## src/rtl/cpeta.sv

```systemverilog
// Carry-prediction error-tolerant approximate adder with a registered sum.
// Optional registered carry-out of the exact upper part: define CPETA_COUT_EN.
module cpeta #(
    parameter int unsigned n = 16,
    parameter int unsigned k = 6
) (
    input  logic         clk,
    input  logic         rst,
    input  logic [n-1:0] A,
    input  logic [n-1:0] B,
    output logic [n-1:0] sum
`ifdef CPETA_COUT_EN
    ,
    output logic         cout
`endif
);

    generate
        if (k < 1 || k > n - 1) begin : g_bad_k
            $error("cpeta: k must satisfy 1 <= k <= n-1");
        end
    endgenerate

    logic [k-1:0] g;
    logic [k-1:0] p;
    logic [k-1:0] sat;
    logic [k-1:0] lo;
    logic         cpred;

    assign g     = A[k-1:0] & B[k-1:0];
    assign p     = A[k-1:0] ^ B[k-1:0];
    assign cpred = g[k-1];

    // sat[i] is set once any bit at or above i has both operands at one.
    always_comb begin
        sat      = '0;
        sat[k-1] = g[k-1];
        for (int unsigned i = 1; i < k; i++) begin
            sat[k-1-i] = sat[k-i] | g[k-1-i];
        end
    end

    assign lo = p | sat;

`ifdef CPETA_COUT_EN
    logic [n-k:0] hi;

    assign hi = (n-k+1)'(A[n-1:k]) + (n-k+1)'(B[n-1:k]) + (n-k+1)'(cpred);

    always_ff @(posedge clk) begin
        if (rst) begin
            sum  <= '0;
            cout <= 1'b0;
        end else begin
            sum  <= {hi[n-k-1:0], lo};
            cout <= hi[n-k];
        end
    end
`else
    logic [n-k-1:0] hi;

    assign hi = A[n-1:k] + B[n-1:k] + (n-k)'(cpred);

    always_ff @(posedge clk) begin
        if (rst) begin
            sum <= '0;
        end else begin
            sum <= {hi, lo};
        end
    end
`endif

endmodule

```

## config.mk

```make
export PLATFORM = sky130hd
export DESIGN_NAME = cpeta
export DESIGN_NICKNAME = d
export VERILOG_FILES = /design/src/rtl/cpeta.sv
export SDC_FILE = /design/constraint.sdc
export NUM_CORES = 1
export LEC_CHECK = 0
export ABC_CLOCK_PERIOD_IN_PS = 5300
export BUFFER_PORTS_ARGS = -buffer_cell sky130_fd_sc_hd__buf_2
export CAP_MARGIN = 20
export CELL_PAD_IN_SITES_DETAIL_PLACEMENT = 1
export CELL_PAD_IN_SITES_GLOBAL_PLACEMENT = 2
export CORE_MARGIN = 2
export CORE_UTILIZATION = 25
export CTS_CLUSTER_SIZE = 8
export DETAILED_ROUTE_END_ITERATION = 10
export PLACE_DENSITY = 0.93
export SLEW_MARGIN = 20
export SYNTH_ARGS = -nofsm -noshare
export SYNTH_HDL_FRONTEND = slang
export SYNTH_SLANG_ARGS = --single-unit
```

## constraint.sdc

```tcl
create_clock -name clk -period 5.3 [get_ports clk]
set_input_delay 0.265 -clock clk [delete_from_list [all_inputs] [get_ports clk]]
set_output_delay 0.265 -clock clk [all_outputs]
set_load 0.03 [all_outputs]
```

Word level (Yosys, flattened, before mapping)
Index checks and enable logic that the tools add are counted.
{"block": "word_totals", "ff_bits": 16, "latch_bits": 0, "ramBits": 0, "rom_bits": 0, "input_bits": 34, "out_inout_bits": 16, "elab_cells": 11, "memories": 0}
{"block": "op_classes", "add_sub_neg": 2, "mul": 0, "n_div": 0, "magnitude_cmp": 0, "n_eq_ne": 0, "shift": 0, "n_mux": 0, "bitwise_logic": 8, "reduce_logical": 0}
{"cell": "adder 10 x 1 -> 10 bit", "n": 1}
{"cell": "adder 10 bit", "n": 1}
{"cell": "bitwise AND 6 bit", "n": 1}
{"cell": "OR 6 bit", "n": 1}
{"cell": "bitwise XOR 6 bit", "n": 1}
{"cell": "OR 1 bit", "n": 5}

Longest topological paths before layout
Gate-level depths: netlist of the first run.
{"block": "logic_depth", "depth_word": 7, "mapped_depth": 8, "mapped_depth_nobuf": 8}

Worst setup path after synthesis of the first run
OpenSTA, ideal clock, no wires.
{"block": "synth_path", "path_kind": "input to register", "start": "input A[5]", "end": "register sum[14]", "setup_ns": 0.123, "t_arrival_ns": 1.959, "required_ns": 5.177, "slack_ns": 3.217, "path_stages": 8, "path_buffers": 0, "path_cell_list": "nand2_1 fa_1 fa_1 nor2b_4 o31a_1 or4_1 a31oi_1 mux2_1"}
{"block": "synth_between", "elab_chain_cells": 2}
{"element": "start: declaration", "line": "9", "source": "input logic [n-1:0] A,"}
{"element": "bitwise AND 6 bit", "line": "30", "source": "assign g = A[k-1:0] & B[k-1:0];"}
{"element": "adder 10 x 1 -> 10 bit", "line": "62", "source": "assign hi = A[n-1:k] + B[n-1:k] + (n-k)'(cpred);"}
{"element": "end signal: assignment", "line": "68", "source": "sum <= {hi, lo};"}
{"element": "end: declaration", "line": "11", "source": "output logic [n-1:0] sum"}
No other way between the ends.
A chain may end at the register's enable or synchronous reset.

Worst setup path after layout of the first run
Same ends and word-level chain as after synthesis.

==> results by group, run 1 <==
Outcome
  – Status: completed

STA
  – Worst slew margin: 75.5%
  – Minimum clock period: 2040 ps
  – TNS Setup: 0 ps
  – Final period util: 38.4%
  – Max frequency: 0.491 GHz
  – Post-route setup slack: 3260 ps
  – RSZ-0062 raised after global routing: no
  – Slew @ Worst Pin: 358 ps
  – Final hold vios: 0
  – Slew Viols, Final: 0
  – Setup Viol. Count Final: 0

Global route
  – Grt ovf: 0
  – Grt met3 use: 2.29%
  – Initial antenna violation count: 0
  – GR met2 Demand/Resource: 19.9%
  – First-pass GRT wire length: 3550 um
  – Met1 GRT Util: 12.5%
  – Grt peak-use layer: met2
  – GR Util All Layers: 11.2%
  – Vias in the first global route: 875
  – Largest net degree at the start of global routing: 18

Synth
  – Synth top area cells: dfxtp_1 (36%), ha_1 (18%), nor2_1 (5.8%)
  – Post-synth top area cell: dfxtp_1
  – Synth Cell Area: 902 um^2
  – Largest family of logic cells by synthesized area: adder cells
  – Syn_nets: 147
  – Top FF cell, synth: dfxtp_1
  – Multiplexer share of the synthesized area: 1.25%
  – Synth unique cells: 27
  – Synth Area in Compound Gates: 15.5%
  – Syn avg cell area: 9.21 um^2
  – Synthesized flop and latch total: 16
  – Synth warn: 0
  – Syn Inst Count: 98
  – Yosys top cell area share: 35.5%
  – Post-synth EDFFs: 0
  – Register area share after synthesis: 35.5%
  – Synth Area in Simple Gates: 19.4%
  – Adder-Cell Fraction of Synth Area: 22.5%
  – Async S/R FF share, synth: 0%
  – XOR/XNOR Fraction of Synth Area: 2.91%

Route
  – DR iter-0 viols: 12
  – Count of TritonRoute iterations in the first routing pass: 2
  – Vias: 872
  – Average wire per standard cell: 11.5 um
  – Post-DRT Antenna Nets: 0
  – DRC Markers: 0
  – Routed WL: 2250 um
  – Vias per inst: 4.47

Clocking
  – Maximum level of the CTS H-tree: 1
  – CTS tree: built
  – Clock tree sinks: 16
  – CTS root buf: clkbuf_4
  – Max Buffers Root-to-Sink: 2
  – Total CTS buffers: 3
  – CTS resizes: 0
  – Post-CTS Hold Buffers: 0
  – Post-CTS Setup Inserts: 0
  – Reg clk slew, reported paths: 100 ps

Die
  – I/O pin total: 50
  – Die area: 4100 um^2
  – Die W: 64.1 um
  – Starting Density: 26.6%
  – Cell Rows: 21
  – Core footprint: 3390 um^2
  – Die height: 64.1 um

Placed design
  – Placed insts: 191
  – Port buffer count: 49
  – Detailed-placement wirelength estimate: 1950 um
  – Post-Place Setup Slack: 2930 ps
  – Gpl congestion: 0.743

Critical path
  – Critical path's slowest cell: or4_1
  – Worst EP arrival: 2220 ps
  – Most used cell, CP: fa_1
  – Endpoint class of the critical path: register
  – WS Path Type: in2reg
  – Crit-path cells: buf_2 > nand2_1 > fa_1 > fa_1 > nor2b_4 > o31a_1 > or4_1 > a31oi_1 > mux2_1
  – CP max stage delay: 400 ps
  – Startpoint types: primary input
  – Crit Path Max Fanout: 3
  – Delay-heaviest family, CP: simple AND/OR/NAND/NOR gates
  – Crit path required time: 5480 ps
  – Buf/Inv on CP: 1

Cells and area
  – Share of cells above drive strength 1: 37.6%
  – Max FFs per register: 16
  – Top Registers: sum x16
  – Multi-input logic area: 556 um^2
  – Filler Cell Count: 432
  – Post-route insts no fill: 195
  – N_diodes: 0
  – Area grow syn2layout: 36.8%
  – Top reg by flops: sum
  – Register Area: 320 um^2
  – Fin nets: 199

Power
  – Pwr dens: 265 nW/um^2
  – Peak supply drop: 0.0854 mV
  – Leakage: 0.628 nW

Hold path
  – HP Class: in2reg

Run
  – Max Cap Viol: 0
## cells by family (layout without fill, tap and decap cells)
group | count (synthesis) | after routing
and+or+nand+nor | 34 | 34
xor gates and xnor gates | 3 | 3
DFF | 16 | 16
muxes | 1 | 1
adders and majority gates | 15 | 15
AOI/OAI and AO/OA | 22 | 22
buffers and inverters | 7 | 58
## per-layer routing
metal	share of wire [%]	up-vias	wire, um
met1	40	386	905
met5	0	-	0
met3	8.0	4	181
met4	1.8	0	40
li1	-	445	-
met2	50	37	1120
## worst paths after layout
path,startpoint,to,slack (ps),cells after the start
worst max-delay path,A[5],sum[14]$_SDFF_PP0_,3260,9
worst min-delay path,A[5],sum[5]$_SDFF_PP0_,230,3
## power by group
part | internal, mW | leakage [nW] | switching (mW)
registers | 0.133 | 0.134 | 0.00291
logic | 0.0437 | 0.473 | 0.0656
clock network | 0.0418 | 0.0210 | 0.0397
## cell usage after synthesis (all sizes together), types with 2 or more instances
| cell type | number |
|---|---|
| o21ai | 5 |
| nor2b | 3 |
| nand2b | 2 |
| dfxtp | 16 |
| ha | 13 |
| nand2 | 4 |
| fa | 2 |
| a211oi | 2 |
| inv | 5 |
| clkbuf | 2 |
| xnor2 | 3 |
| nor2 | 14 |
| nor3 | 6 |
| a21oi | 6 |
| o21a | 4 |
## worst min-delay path, delay by kind of cell
kind          cells  cell delay [ps]
simple gates      2              110
buf+inv           1              100
## cells in the final DEF (no fill, tap or decap), drive strengths merged
cell and instances:
a21oi 6, and2b 1, or4 1, nor4 1
or4b 1, inv 5, clkbuf 4, nand2b 2
or3 1, o31a 1, o21a 4, fa 2
o21ai 5, ha 13, o2111ai 1, mux2 1
buf 49, nor2b 3, a21o 1, a211oi 2
dfxtp 16, xnor2 3, a31oi 1, nor3 6
nand2 4, a2111oi 1, nor2 14
## stage by stage
stage	instance area (um^2)	power [mW]	hold WS (ps)	util, %
floorplan	902	0.213	381	-
global placement	1200	0.246	508	35.3
detailed placement	1200	0.249	526	35.3
CTS	1230	0.332	223	36.4
global route	1230	0.349	260	36.4
finish	1230	0.327	227	36.4
## cell type report
| cell class | count | share of cell area (%) |
|---|---|---|
| well taps | 46 | 4.67 |
| clock buffers | 4 | 2.94 |
| multi-input cells | 75 | 45.0 |
| flip-flops and latches | 16 | 26.0 |
| repair buffers | 49 | 19.9 |
| inverters | 5 | 1.52 |
(Power assumes the default switching activity.)
==> run 2, diff against run 1 <==
ABC_CLOCK_PERIOD_IN_PS = 1900   (was 5300)
CORE_UTILIZATION = 23   (was 25)
PLACE_DENSITY = 0.87   (was 0.93)
clock period = 1.9 ns   (was 5.3 ns; I/O delays follow)
==> run 2 against run 1 <==
Compared with the run above: cell count up 4.1%; final area grew 8.2%; non-clock buffer count grew 6; clock-buffer cell count is the same; critical path depth unchanged.
==> results by group, run 2 (same netlist as run 1, synthesis figures left out) <==
Route
  – DRC Markers: 0 (unchanged)
  – Post-DRT Antenna Nets: 0 (unchanged)
  – Count of TritonRoute iterations in the first routing pass: 2 (unchanged)
  – Average wire per standard cell: 11.9 um (was 11.5 um)
  – Vias: 929 (was 872)
  – DR iter-0 viols: 8 (was 12)
  – Routed WL: 2410 um (was 2250 um)
  – Vias per inst: 4.58 (was 4.47)

Clocking
  – CTS root buf: clkbuf_8 (was clkbuf_4)
  – Total CTS buffers: 3 (unchanged)
  – Max Buffers Root-to-Sink: 2 (unchanged)
  – Post-CTS Hold Buffers: 0 (unchanged)
  – Clock tree sinks: 16 (unchanged)
  – CTS tree: built (unchanged)
  – Reg clk slew, reported paths: 60 ps (was 100 ps)
  – Maximum level of the CTS H-tree: 1 (unchanged)
  – Post-CTS Setup Inserts: 0 (unchanged)

Placed design
  – Placed insts: 199 (was 191)
  – Area post-placement: 1250 um^2 (was 1200 um^2)
  – Port buffer count: 49 (unchanged)
  – Detailed-placement wirelength estimate: 2070 um (was 1950 um)
  – Gpl congestion: 0.756 (was 0.743)

STA
  – Setup Viol. Count Final: 0 (unchanged)
  – Max frequency: 0.546 GHz
  – Final hold vios: 0 (unchanged)
  – Worst slew margin: 76.3% (was 75.5%)
  – Slew @ Worst Pin: 346 ps (was 358 ps)
  – Minimum clock period: 1830 ps
  – RSZ-0062 raised after global routing: no (unchanged)
  – Slew Viols, Final: 0 (unchanged)
  – Final period util: 96.4%

Die
  – Die W: 66.6 um (was 64.1 um)
  – Die height: 66.6 um (was 64.1 um)
  – Cell Rows: 22 (was 21)
  – Die area: 4440 um^2 (was 4100 um^2)
  – I/O pin total: 50 (unchanged)
  – Core footprint: 3720 um^2 (was 3390 um^2)
  – Starting Density: 24.3% (was 26.6%)

Cells and area
  – Post-route insts no fill: 203 (was 195)
  – Most common cell after layout, fill and taps aside: buf_2 (unchanged)
  – Top Registers: sum x16 (unchanged)
  – Max FFs per register: 16 (unchanged)
  – Final core utilization: 35.9% (was 36.4%)
  – Share of cells above drive strength 1: 43.9% (was 37.6%)
  – Post-route cell area: 1340 um^2 (was 1230 um^2)
  – Filler Cell Count: 470 (was 432)
  – N_diodes: 0 (unchanged)
  – Fin nets: 205 (was 199)
  – Area grow syn2layout: 48.0% (was 36.8%)
  – Top reg by flops: sum (unchanged)
  – Most frequent cells in the layout: buf_2 (49), dfxtp_1 (16), nor2_1 (14) (unchanged)

Global route
  – Vias in the first global route: 892 (was 875)
  – Initial antenna violation count: 0 (unchanged)
  – Grt ovf: 0 (unchanged)
  – GR Util All Layers: 11.2% (about the same)
  – First-pass GRT wire length: 3730 um (was 3550 um)
  – GR met2 Demand/Resource: 21.1% (was 19.9%)
  – Grt peak-use layer: met2 (unchanged)
  – Met1 GRT Util: 11.8% (was 12.5%)
  – Largest net degree at the start of global routing: 18 (unchanged)
  – Grt met3 use: 1.86% (was 2.29%)

Power
  – Pwr dens: 766 nW/um^2 (was 265 nW/um^2)
  – Leakage: 0.674 nW (was 0.628 nW)
  – Peak supply drop: 0.253 mV (was 0.0854 mV)

Outcome
  – Status: completed (unchanged)

Run
  – Max Cap Viol: 0 (unchanged)

Hold path
  – HP Class: in2reg (unchanged)
  – HP Start: A[5] (unchanged)

Critical path
  – Crit path required time: 2040 ps (was 5480 ps)
  – Worst Setup SP: A[5] (unchanged)
  – Critical path's slowest cell: or4_4 (was or4_1)
  – Worst EP arrival: 1970 ps (was 2220 ps)
  – Crit-path cells: buf_2 > nand2_4 > fa_2 > fa_2 > nor2b_4 > o31a_1 > or4_4 > a31oi_4 > mux2_4 (was buf_2 > nand2_1 > fa_1 > fa_1 > nor2b_4 > o31a_1 > or4_1 > a31oi_1 > mux2_1)
  – Most used cell, CP: fa_2 (was fa_1)
  – CP max stage delay: 430 ps (was 400 ps)
  – Crit Path Max Fanout: 3 (unchanged)
  – WS Path Type: in2reg (unchanged)
  – Endpoint class of the critical path: register (unchanged)
  – Startpoint types: primary input (unchanged)
[run 2: cell count changes in the layout (fill, tap and decap cells not counted), sizes merged]
| cell | before | now |
|---|---|---|
| buf | 49 | 55 |
[run 2: final timing paths]
kind / endpoint / cells after the start
worst max-delay path: sum[14]$_SDFF_PP0_ / 9
worst min-delay path: sum[5]$_SDFF_PP0_ / 3
[run 2: final cells by class]
type	instances	area, um^2	area share (%)
multi-input cells	75	591	44.2
flip-flops and latches	16	320	24.0
repair buffers	55	290	21.7
well taps	48	60.1	4.50
clock buffers	4	55.1	4.12
inverters	5	18.8	1.41
[run 2: metrics by stage]
step	hold WS, ps	TNS, ps	total power, mW	setup WS, ps
after floorplan	211	-8.31	0.594	-8.31
after global placement	335	-202	0.705	-202
after detailed placement	362	-278	0.717	-272
after CTS	96.9	0	1.03	3.41
after global routing	133	0	1.09	1.18
final	127	0	1.02	68.9
[run 2: power by group]
group	total (mW)	switching, mW	internal [mW]
sequential	0.379	0.00838	0.371
clock	0.302	0.118	0.184
combinational	0.341	0.196	0.145
total	1.02	0.323	0.700
[run 2: what timing repair did]
action	in CTS	in global routing
resized for setup	0	7
endpoints found under the setup margin	0	1
endpoints found under the hold margin	0	0
[run 2: critical path: cells and delay by family]
kind                     cells  cell delay (ps)
multiplexers                 1              310
AO/OA/AOI/OAI                2              430
AND/OR/NAND/NOR              3              560
adder cells (fa/ha/maj)      2              460
buffers and inverters        1              120
[run 2: routing by layer]
metal | share of wire (%) | up-vias
met2 | 51 | 37
met4 | 0.70 | 0
li1 | - | 458
met5 | 0 | -
met3 | 8.6 | 2
met1 | 40 | 432
